### config.mk
export PLATFORM = sky130hd
export DESIGN_NAME = wrd_check
export DESIGN_NICKNAME = d
export VERILOG_FILES = /design/src/rtl/wrd_check.sv
export SDC_FILE = /design/constraint.sdc
export NUM_CORES = 1
export LEC_CHECK = 0
export CELL_PAD_IN_SITES_DETAIL_PLACEMENT = 0
export CELL_PAD_IN_SITES_GLOBAL_PLACEMENT = 1
export CORE_MARGIN = 3
export CORE_UTILIZATION = 43
export CTS_BUF_LIST = sky130_fd_sc_hd__clkbuf_4 sky130_fd_sc_hd__clkbuf_8
export DETAILED_ROUTE_END_ITERATION = 8
export GPL_ROUTABILITY_DRIVEN = 0
export HOLD_SLACK_MARGIN = 0.12
export PLACE_DENSITY_LB_ADDON = 0.1
export SLEW_MARGIN = 30
export SYNTH_ARGS = -nofsm -noshare
export SYNTH_HDL_FRONTEND = slang
export SYNTH_SLANG_ARGS = --single-unit
### constraint.sdc
create_clock -name clk -period 5.5 [get_ports clk]
set_input_delay 1.1 -clock clk [delete_from_list [all_inputs] [get_ports clk]]
set_output_delay 1.1 -clock clk [all_outputs]
set_load 0.005 [all_outputs]
### src/rtl/wrd_check.sv
// Read-data checker: realigns expected data (= read address) to the memory read
// latency, counts mismatches and reports per-pass status. Optional watchdog: WRD_CHECK_TIMEOUT_EN.
module wrd_check #(
  parameter int ADDR_WIDTH    = 18,
  parameter int DATA_WIDTH    = 32,
  parameter int RD_LATENCY    = 1,
  parameter int ERR_CNT_WIDTH = 16,
  parameter int TIMEOUT       = 1024
) (
  input  logic                     clk,
  input  logic                     rst_n,
  input  logic                     rd_en,
  input  logic [ADDR_WIDTH-1:0]    rd_addr,
  input  logic [DATA_WIDTH-1:0]    rd_data,
  input  logic                     clr,
  output logic [ERR_CNT_WIDTH-1:0] err_cnt,
  output logic                     err_flag,
  output logic [ADDR_WIDTH-1:0]    first_err_addr,
  output logic [DATA_WIDTH-1:0]    first_err_data,
  output logic                     pass_done,
  output logic                     pass_ok,
  output logic                     timeout
);

  typedef enum logic [1:0] {IDLE, RUN, DONE} state_t;

  localparam logic [ADDR_WIDTH:0] PASS_LEN = {1'b1, {ADDR_WIDTH{1'b0}}};
  localparam logic [ADDR_WIDTH:0] CNT_ONE  = {{ADDR_WIDTH{1'b0}}, 1'b1};

  logic [RD_LATENCY-1:0]    r_pipeValid;
  logic [ADDR_WIDTH-1:0]    r_pipeAddr [RD_LATENCY];
  state_t                   r_state;
  logic [ADDR_WIDTH:0]      r_passCnt;
  logic                     r_passErr;
  logic [ERR_CNT_WIDTH-1:0] r_errCnt;
  logic                     r_errFlag;
  logic [ADDR_WIDTH-1:0]    r_firstAddr;
  logic [DATA_WIDTH-1:0]    r_firstData;
  logic                     r_passDone;
  logic                     r_passOk;

  logic                     w_cmpValid;
  logic [ADDR_WIDTH-1:0]    w_cmpAddr;
  logic [DATA_WIDTH-1:0]    w_expData;
  logic                     w_mismatch;
  logic [ADDR_WIDTH:0]      w_passCntInc;
  logic                     w_passErrNext;
  logic                     w_idleHit;

  // Delay line carrying the read address alongside its valid bit until the data returns.
  always_ff @(posedge clk or negedge rst_n) begin
    if (!rst_n) begin
      r_pipeValid <= '0;
      for (int i = 0; i < RD_LATENCY; i++) r_pipeAddr[i] <= '0;
    end else if (clr) begin
      r_pipeValid <= '0;
      for (int i = 0; i < RD_LATENCY; i++) r_pipeAddr[i] <= '0;
    end else begin
      r_pipeValid[0] <= rd_en;
      r_pipeAddr[0]  <= rd_addr;
      for (int i = 1; i < RD_LATENCY; i++) begin
        r_pipeValid[i] <= r_pipeValid[i-1];
        r_pipeAddr[i]  <= r_pipeAddr[i-1];
      end
    end
  end

  assign w_cmpValid = r_pipeValid[RD_LATENCY-1];
  assign w_cmpAddr  = r_pipeAddr[RD_LATENCY-1];

  if (DATA_WIDTH > ADDR_WIDTH) begin : g_expZext
    assign w_expData = {{(DATA_WIDTH-ADDR_WIDTH){1'b0}}, w_cmpAddr};
  end else begin : g_expTrunc
    assign w_expData = w_cmpAddr[DATA_WIDTH-1:0];
  end

  assign w_mismatch    = w_cmpValid && (rd_data != w_expData);
  assign w_passCntInc  = r_passCnt + CNT_ONE;
  assign w_passErrNext = r_passErr | w_mismatch;

`ifdef WRD_CHECK_TIMEOUT_EN
  localparam int IDLE_W = $clog2(TIMEOUT + 1);

  logic [IDLE_W-1:0] r_idleCnt;
  logic              r_timeout;
  logic [IDLE_W-1:0] w_idleInc;

  assign w_idleInc = r_idleCnt + 1'b1;
  assign w_idleHit = (r_state == RUN) && !w_cmpValid && (w_idleInc == IDLE_W'(TIMEOUT));

  // Watchdog only runs while a pass is in progress; any compare restarts it.
  always_ff @(posedge clk or negedge rst_n) begin
    if (!rst_n) begin
      r_idleCnt <= '0;
      r_timeout <= 1'b0;
    end else if (clr) begin
      r_idleCnt <= '0;
      r_timeout <= 1'b0;
    end else begin
      if (r_state == RUN && !w_cmpValid && !w_idleHit) r_idleCnt <= w_idleInc;
      else                                             r_idleCnt <= '0;
      if (w_idleHit) r_timeout <= 1'b1;
    end
  end

  assign timeout = r_timeout;
`else
  logic w_unused;
  assign w_unused  = (TIMEOUT != 0);
  assign w_idleHit = 1'b0;
  assign timeout   = 1'b0;
`endif

  always_ff @(posedge clk or negedge rst_n) begin
    if (!rst_n) begin
      r_state     <= IDLE;
      r_passCnt   <= '0;
      r_passErr   <= 1'b0;
      r_errCnt    <= '0;
      r_errFlag   <= 1'b0;
      r_firstAddr <= '0;
      r_firstData <= '0;
      r_passDone  <= 1'b0;
      r_passOk    <= 1'b0;
    end else if (clr) begin
      r_state     <= IDLE;
      r_passCnt   <= '0;
      r_passErr   <= 1'b0;
      r_errCnt    <= '0;
      r_errFlag   <= 1'b0;
      r_firstAddr <= '0;
      r_firstData <= '0;
      r_passDone  <= 1'b0;
      r_passOk    <= 1'b0;
    end else begin
      r_passDone <= 1'b0;
      r_passOk   <= 1'b0;
      if (w_mismatch) begin
        if (r_errCnt != '1) r_errCnt <= r_errCnt + 1'b1;
        if (!r_errFlag) begin
          r_errFlag   <= 1'b1;
          r_firstAddr <= w_cmpAddr;
          r_firstData <= rd_data;
        end
      end
      case (r_state)
        IDLE: begin
          if (w_cmpValid) begin
            r_state   <= RUN;
            r_passCnt <= CNT_ONE;
            r_passErr <= w_mismatch;
          end
        end
        RUN: begin
          if (w_cmpValid) begin
            if (w_passCntInc == PASS_LEN) begin
              r_state    <= DONE;
              r_passDone <= 1'b1;
              r_passOk   <= ~w_passErrNext;
              r_passCnt  <= '0;
              r_passErr  <= 1'b0;
            end else begin
              r_passCnt <= w_passCntInc;
              r_passErr <= w_passErrNext;
            end
          end else if (w_idleHit) begin
            r_state   <= IDLE;
            r_passCnt <= '0;
            r_passErr <= 1'b0;
          end
        end
        DONE: begin
          // A compare landing here opens the next pass.
          r_state   <= RUN;
          r_passCnt <= w_cmpValid ? CNT_ONE : '0;
          r_passErr <= w_mismatch;
        end
        default: r_state <= IDLE;
      endcase
    end
  end

  assign err_cnt        = r_errCnt;
  assign err_flag       = r_errFlag;
  assign first_err_addr = r_firstAddr;
  assign first_err_data = r_firstData;
  assign pass_done      = r_passDone;
  assign pass_ok        = r_passOk;

endmodule

==> run_results.csv, run 1 <==
group,metric,value,unit
run_status,status,"completed",
worst_hold_path,hp-class,"reg -> reg",
place,dp.final_hpwl,9.06,mm
cts,cts_hold_buffers,0,
critical_path,cp.arrival,3940,ps
timing,relSlewSlack,0.479,
cts,post_cts.repair.setup_buffers,0,
cts,cts_num_sinks,110,
timing,finalSetupViolCount,0,
synth,synthFlopType,"dfrtp_1",
layout,final_cells,810,
layout,drive_gt1_frac,0.0576,
synth,synth_compound_area_frac,0.0623,
synth,yosys.area_share.simple,0.218,
global_route,met2_usage,0.296,
route,drc,0,
critical_path,critical_path_class,"in -> reg",
die,die_y,119,um
critical_path,reg2regPathDepth,8,
route,wl_per_cell,16.3,um
global_route,grt.met1_usage,0.260,
cts,clockBufferDepth,2,
timing,fin_hold_ws,499,ps
critical_path,cp-start-kind,"input pin",
layout,area_growth,26.1,%
synth,syn-cell-area,0.00548,sq mm
synth,synth_area_leader_cell,"dfrtp_1",
synth,synth_commonest_cells,"dfrtp_1, nor2_1, mux2i_1",
synth,synth_cell_types,55,
place,io_buffers,122,
route,vias,4235,
critical_path,crit_start,"rd_data[14]",
pwr,powerDensity,230,mW/mm^2
timing,fmax,270,MHz
synth,ys_top_cells_by_area,"dfrtp_1, mux2i_1, nor2_1",
die,io_pins,124,
layout,insertedDiodeCount,0,
timing,setup_ws,1800,ps
die,die-width,119,um
synth,avgSynthCellArea,10.3,sq um
cts,clk_pin_slew_worst_paths,90,ps
cts,worstSkewPairLatency,380,ps
critical_path,r2r_slack,2650,ps
pwr,total_power,1.59,mW
synth,ys_async_sr_fraction,1.00,
timing,worst_slew_pin_slew,780,ps
timing,fin_crit,3700,ps
synth,syn_inst,534,
global_route,antenna_found_initial,0,
place,dp.cells,795,
synth,synth_xor_area_frac,0.0511,
global_route,grtUsageMet3,0.0674,
layout,nets,697,
place,placed_area,0.00670,sq mm
timing,maxSlewViolCount,0,
die,core_area,0.0122,sq mm
place,place_ws,1400,ps
critical_path,cp-end-kind,"register",
pwr,p_leak,2.90,nW
route,firstDrtPassIters,5,
die,dieArea,0.0141,sq mm
route,vias_per_cell,5.23,
cts,ctsResizeCount,0,
global_route,grt-busiest-layer,"met2",
global_route,grt.overflow.total,0,
layout,fin_util,0.566,
synth,synth_seq_area_share,0.502,
cts,cts-root-buf,"clkbuf_8",
flow_run,max-cap-violations,0,
synth,synth_seq_cells,110,
route,antenna_left,0,
die,num_rows,40,
timing,skew,9.44,ps
global_route,grt_max_degree,99,
worst_hold_path,holdPathEnd,"pass_ok",
global_route,grt_pass1_vias,4230,
layout,final_area,0.00691,sq mm
synth,synth_top_family_by_area,"simple AND/OR/NAND/NOR gates",
critical_path,critical_path_required,5740,ps
timing,fin_crit_sh,0.673,
critical_path,r2r_end,"first_err_addr[5]",
worst_hold_path,worstHoldStart,"r_passErr",
worst_hold_path,hold_depth,1,
cts,htree_num_levels,3,
synth,ys_warn_count,0,
cts,cts_buffers,9,
timing,grt_setup_unrepaired,"no",
synth,synth-adder-area-share,0.0114,
pwr,ir_drop,0.000207,V
synth,muxShareOfSynthArea,0.105,
synth,synth.most_common_cell,"dfrtp_1",
synth,yosys.area.top_type_share,0.502,
timing,hold_viol_final,0,
synth,synth_edf_count,0,
global_route,grt_pass1_wl,21.9,mm
global_route,grtUsageTotal,0.191,
critical_path,cp_max_fo,30,
die,start_util,0.449,
synth,synth_nets,593,
route,routed_wl,13.2,mm
timing,fin_setup_tns,0,ps
cts,cts_tree,"done",
route,initialDrtViolationCount,299,
critical_path,rr_startpoint,"r_pipeAddr[14]",
[power by group]
group	total, mW	leakage (nW)	internal (mW)	switching [mW]
logic	0.218	1.30	0.110	0.108
registers	0.854	1.50	0.835	0.0193
clock network	0.516	0.104	0.245	0.271
total	1.59	2.90	1.19	0.398
[registers in the layout, indices dropped and copies added (netlist names), 2 cells and up]
register and cells:
r_state 2, r_passCnt 19, r_pipeAddr 18, first_err_data 32
first_err_addr 18, err_cnt 16
[final cells by class]
type	instances	area [sq um]
fillers	1139	5300
flip-flops and latches	110	2750
multi-input cells	383	2460
repair buffers	125	1250
well taps	168	210
clock buffers	12	165
clock inverters	3	42.5
inverters	9	33.8
[how the worst max path moves through the flow]
stage	depth (start not counted)	slack [ps]	end
floorplan	6	2440	err_cnt[15]
global placement	9	1480	first_err_data[0]
detailed placement	9	1400	first_err_addr[5]
CTS	9	1810	first_err_addr[5]
global route	9	1670	first_err_data[5]
finish	9	1800	first_err_addr[5]
[cells in the final DEF (no fill, tap or decap), types with 3 or more instances in the layout]
cell               n
a21oi_1           12
a31oi_1            7
and2_1             3
and3_1             8
and4_1             4
buf_4              3
clkbuf_8          12
clkdlybuf4s50_1  120
dfrtp_1          110
ha_1               5
inv_1              9
mux2_2             4
mux2i_1           52
nand2_1           31
nand3_1           29
nand4_1           10
nor2_1            84
nor2b_1           23
nor3_1             8
nor4_1             9
o21ai_0           15
or3_1              9
or4_1              3
xnor2_1           13
xor2_1            19
[worst max-delay path: stages]
cell and delay (ps):
clkdlybuf4s50_1 510, xor2_1 270, nor4_1 110, nand4_1 170
o21a_2 190, nor2b_4 670, buf_4 580, mux2i_1 250
nor2_1 60
[kinds of logic (layout without fill, tap and decap cells)]
kind of cell               count (synthesis)  count (layout)
xor gates and xnor gates                  32              32
other                                      1               1
AOI/OAI and AO/OA                         53              53
adders and majority gates                  5               5
DFF                                      110             110
and+or+nand+nor                          235             235
muxes                                     57              57
buffers and inverters                     41             149
[layer usage]
metal / share of wire / wire length, um / up-vias
met5: 0 / 0 / -
met4: 0.012 / 160 / 0
met3: 0.062 / 820 / 14
met2: 0.47 / 6220 / 105
met1: 0.45 / 6000 / 2063
li1: - / - / 2053
Power figures use the tool's default switching activity.
==> run 2, diff against run 1 <==
- CORE_UTILIZATION: 43 -> 40
- clock period: 5.5 -> 3.8 ns (I/O delays scaled with it)
==> run 2 against run 1 <==
  * Sequential power rose by 45%
  * Largest power group unchanged
  * Routed wire length grew 3.7%
  * Critical path type unchanged
  * Count of clock-buffer cells in the layout down 2
  * Setup slack got worse by 970 ps
  * Via count increased by 1.0%
  * First-iteration DRC count decreased by 16%
  * Non-clock buffer count increased by 3
  * Sequential share of layout area is 0.32 points lower
==> run_results.csv, run 2 (synthesis gave the netlist of run 1 again) <==
group,metric,value,unit
layout,fin_util,0.524,
global_route,grt-busiest-layer,"met2",
timing,worst_slew_pin_slew,762,ps
cts,cts_hold_buffers,0,
run_status,status,"completed",
global_route,met2_usage,0.286,
critical_path,cp.arrival,3230,ps
die,die-width,123,um
critical_path,critical_path_required,4070,ps
pwr,total_power,2.34,mW
pwr,ir_drop,0.000189,V
die,die_y,123,um
cts,ctsResizeCount,0,
layout,final_cell_mix,"clkdlybuf4s50_1, dfrtp_1, nor2_1, mux2i_1, nand2_1",
timing,fmax,337,MHz
route,routed_wl,13.7,mm
timing,fin_crit_sh,0.780,
flow_run,max-cap-violations,0,
die,start_util,0.412,
critical_path,critical_path_class,"in -> reg",
global_route,grt.met1_usage,0.268,
critical_path,rr_startpoint,"r_passCnt[0]",
timing,setup_ws,835,ps
layout,nets,700,
layout,final_cells,822,
layout,largest_register_ffs,32,
place,place_ws,389,ps
critical_path,cp_max_fo,24,
die,io_pins,124,
route,antenna_left,0,
timing,grt_setup_unrepaired,"no",
timing,hold_viol_final,0,
timing,fin_hold_ws,417,ps
place,dp.final_hpwl,9.50,mm
route,initialDrtViolationCount,252,
pwr,p_leak,2.92,nW
global_route,grt_pass1_wl,22.4,mm
route,drc,0,
global_route,grt.overflow.total,0,
die,num_rows,42,
route,vias,4279,
pwr,powerDensity,335,mW/mm^2
global_route,grtUsageMet3,0.0421,
worst_hold_path,hp-class,"in -> async",
layout,final_common_cell,"clkdlybuf4s50_1",
layout,area_growth,27.2,%
cts,cts-root-buf,"clkbuf_8",
critical_path,cp-start-kind,"input pin",
place,dp.cells,806,
route,wl_per_cell,16.7,um
cts,clockBufferDepth,2,
place,io_buffers,122,
cts,cts_tree,"done",
global_route,grtUsageTotal,0.188,
cts,cts_buffers,9,
critical_path,crit_start,"rd_data[19]",
global_route,grt_pass1_vias,4335,
layout,insertedDiodeCount,0,
layout,n_fill_cell,1273,
layout,final_area,0.00697,sq mm
timing,fin_setup_tns,0,ps
timing,maxSlewViolCount,0,
timing,relSlewSlack,0.492,
timing,skew,12.0,ps
global_route,grt_max_degree,60,
die,dieArea,0.0151,sq mm
cts,clk_pin_slew_worst_paths,100,ps
global_route,antenna_found_initial,0,
timing,fin_crit,2970,ps
cts,htree_num_levels,3,
cts,post_cts.repair.setup_buffers,0,
cts,worstSkewPairLatency,390,ps
timing,finalSetupViolCount,0,
place,placed_area,0.00675,sq mm
die,core_area,0.0133,sq mm
route,vias_per_cell,5.21,
route,firstDrtPassIters,4,
layout,drive_gt1_frac,0.0619,
critical_path,cp-end-kind,"register",
cts,cts_num_sinks,110,
run 2: cell count changes in the layout (fill, tap and decap cells not counted), sizes merged:
cell | before | now
clkinv | 1 | 2
clkbuf | 12 | 10
inv | 9 | 11
buf | 5 | 8
run 2: power by group:
part | internal [mW] | switching [mW] | total (mW)
registers | 1.21 | 0.0282 | 1.24
logic | 0.163 | 0.162 | 0.326
clock network | 0.334 | 0.438 | 0.773
run 2: final cells by class:
cell class              count  area [sq um]  area share
flip-flops and latches    110          2750       0.395
well taps                 176           220      0.0316
multi-input cells         383          2460       0.353
inverters                   9          33.8     0.00485
clock inverters             6          78.8      0.0113
clock buffers              10           138      0.0197
repair buffers            128          1290       0.185
run 2: worst paths after layout:
check	slack (ps)	to	cells past startpoint
min in group clk	490	pass_ok	1
min reg2reg	490	pass_ok	1
max in group asynchronous	2600	err_cnt[15]	2
max reg2reg	960	pass_ok	8
max	830	first_err_data[5]	8
min	420	first_err_addr[3]	1
run 2: routing by layer:
layer / wire (um) / part of all wire
met5: 0 / 0
met4: 230 / 0.017
met3: 670 / 0.049
met2: 6210 / 0.45
met1: 6580 / 0.48
run 2: critical path: stages:
cell             delay, ps
clkdlybuf4s50_1        420
or4_1                  530
or4_1                  540
o21a_2                 280
nor2b_4                240
buf_12                 220
mux2i_1                180
nor2_1                  60
==> run 3, diff against run 2 <==
- clock period: 3.8 -> 2.9 ns (I/O delays scaled with it)
==> run 3 against run 2 <==
  * Sequential share of layout area shrank 0.57 points
  * Setup slack lost 630 ps
  * Cell area grew 1.5%
  * Utilization grew 0.77 points
  * Global-route usage grew 0.13 points
  * Via count shrank 0.14%
  * Worst hold slack lost 210 ps
  * Critical endpoint is now err_cnt[15]
  * Highest routed layer unchanged
==> run_results.csv, run 3 (synthesis gave the netlist of run 1 again) <==
group,metric,value,unit
critical_path,cp_max_fo,4,
cts,htree_num_levels,3,
critical_path,path_depth,8,
timing,grt_setup_unrepaired,"no",
cts,cts-root-buf,"clkbuf_8",
global_route,grt_pass1_vias,4415,
route,vias,4273,
place,dp.final_hpwl,9.65,mm
critical_path,crit_path_end,"err_cnt[15]",
timing,fin_crit,2700,ps
critical_path,r2r_slack,250,ps
layout,insertedDiodeCount,0,
route,vias_per_cell,5.15,
global_route,grt_pass1_wl,22.4,mm
cts,clk_pin_slew_worst_paths,100,ps
route,initialDrtViolationCount,166,
route,top_layer_used,"met4",
critical_path,rr_startpoint,"r_passCnt[0]",
run_status,status,"completed",
route,wl_per_cell,16.5,um
layout,final_cell_mix,"clkdlybuf4s50_1, dfrtp_1, nor2_1, mux2i_1, nand2_1",
die,num_rows,42,
pwr,ir_drop,0.000388,V
layout,area_growth,29.0,%
cts,cts_buffers,9,
flow_run,max-cap-violations,0,
critical_path,worstPathBufferInverterCount,2,
critical_path,cp-start-kind,"input pin",
timing,fin_crit_sh,0.930,
critical_path,cp-end-kind,"register",
timing,relSlewSlack,0.560,
cts,cts_hold_buffers,0,
route,drc,0,
layout,nets,707,
global_route,grt.overflow.total,0,
route,antenna_left,0,
timing,fin_setup_tns,0,ps
critical_path,cp.arrival,2980,ps
timing,worst_slew_pin_slew,660,ps
cts,cts_num_sinks,110,
route,firstDrtPassIters,4,
timing,skew,7.01,ps
critical_path,cp_top_family,"simple AND/OR/NAND/NOR gates",
route,m1WireLength,6.04,mm
layout,final_common_cell,"clkdlybuf4s50_1",
die,io_pins,124,
die,dieArea,0.0151,sq mm
route,routed_wl,13.7,mm
layout,final_area,0.00707,sq mm
cts,cts_tree,"done",
worst_hold_path,hp-class,"in -> async",
critical_path,critical_path_class,"in -> reg",
pwr,powerDensity,439,mW/mm^2
route,wl_met3,921,um
critical_path,cp_common_cell,"or4_1",
global_route,antenna_found_initial,0,
pwr,total_power,3.11,mW
cts,post_cts.repair.setup_buffers,0,
timing,hold_viol_final,0,
cts,ctsResizeCount,0,
die,die-width,123,um
critical_path,max_stage_delay,540,ps
die,core_area,0.0133,sq mm
critical_path,reg2regPathDepth,8,
cts,worstSkewPairLatency,390,ps
critical_path,r2r_end,"pass_ok",
place,io_buffers,122,
layout,multiInputGateArea,0.00247,sq mm
layout,drive_gt1_frac,0.0750,
layout,register_area,0.00275,sq mm
route,wl_met2,6.47,mm
global_route,grt_max_degree,61,
layout,n_fill_cell,1232,
place,placed_area,0.00683,sq mm
pwr,p_leak,2.97,nW
timing,finalSetupViolCount,0,
critical_path,cp_slowest_cell,"or4_1",
timing,fmax,371,MHz
die,die_y,123,um
die,start_util,0.412,
layout,largest_register_ffs,32,
timing,fin_hold_ws,204,ps
timing,maxSlewViolCount,0,
cts,clockBufferDepth,2,
critical_path,critical_path_required,3180,ps
critical_path,path_cells,"clkdlybuf4s50_1, or4_1, or4_1, o211ai_1, buf_4, nor2_1, nand4_1, mux2_2",
global_route,grtUsageTotal,0.189,
critical_path,crit_start,"rd_data[19]",
-- run 3: how the worst min path moves through the flow --
stage,end,startpoint,cells after the start
after floorplan,err_cnt[0],rst_n,0
after global placement,pass_ok,r_passErr,1
after detailed placement,pass_ok,r_passErr,1
after CTS,first_err_addr[5],rst_n,1
after global routing,first_err_addr[5],rst_n,1
final,first_err_addr[5],rst_n,1
-- run 3: worst reg2reg max path: cells and delay by family (launching register included) --
kind,cells,cell delay [ps]
and+or+nand+nor,5,1200
AOI/OAI and AO/OA,2,680
adders and majority gates,1,260
DFF,1,430
-- run 3: final cells by class --
type	count	share of cell area
multi-input cells	383	0.350
repair buffers	135	0.193
clock buffers	11	0.0205
inverters	9	0.00478
clock inverters	5	0.0115
flip-flops and latches	110	0.389
well taps	176	0.0311
-- run 3: layer usage --
layer,vias up,track usage
li1,2072,-
met1,2080,0.249
met2,106,0.296
met3,15,0.0627
met4,0,0.0644
met5,-,0
-- run 3: report_power, final --
group          internal [mW]  total, mW  switching, mW
logic                  0.223      0.432          0.210
clock network          0.522       1.05          0.532
registers               1.58       1.62         0.0355
-- run 3: per-stage QoR --
stage	std cells	setup WS (ps)	util
2_1_floorplan	534	358	-
3_3_place_gp	813	-183	0.514
3_5_place_dp	813	-219	0.514
4_1_cts	829	127	0.531
5_1_grt	829	31.1	0.532
6_report	829	202	0.532
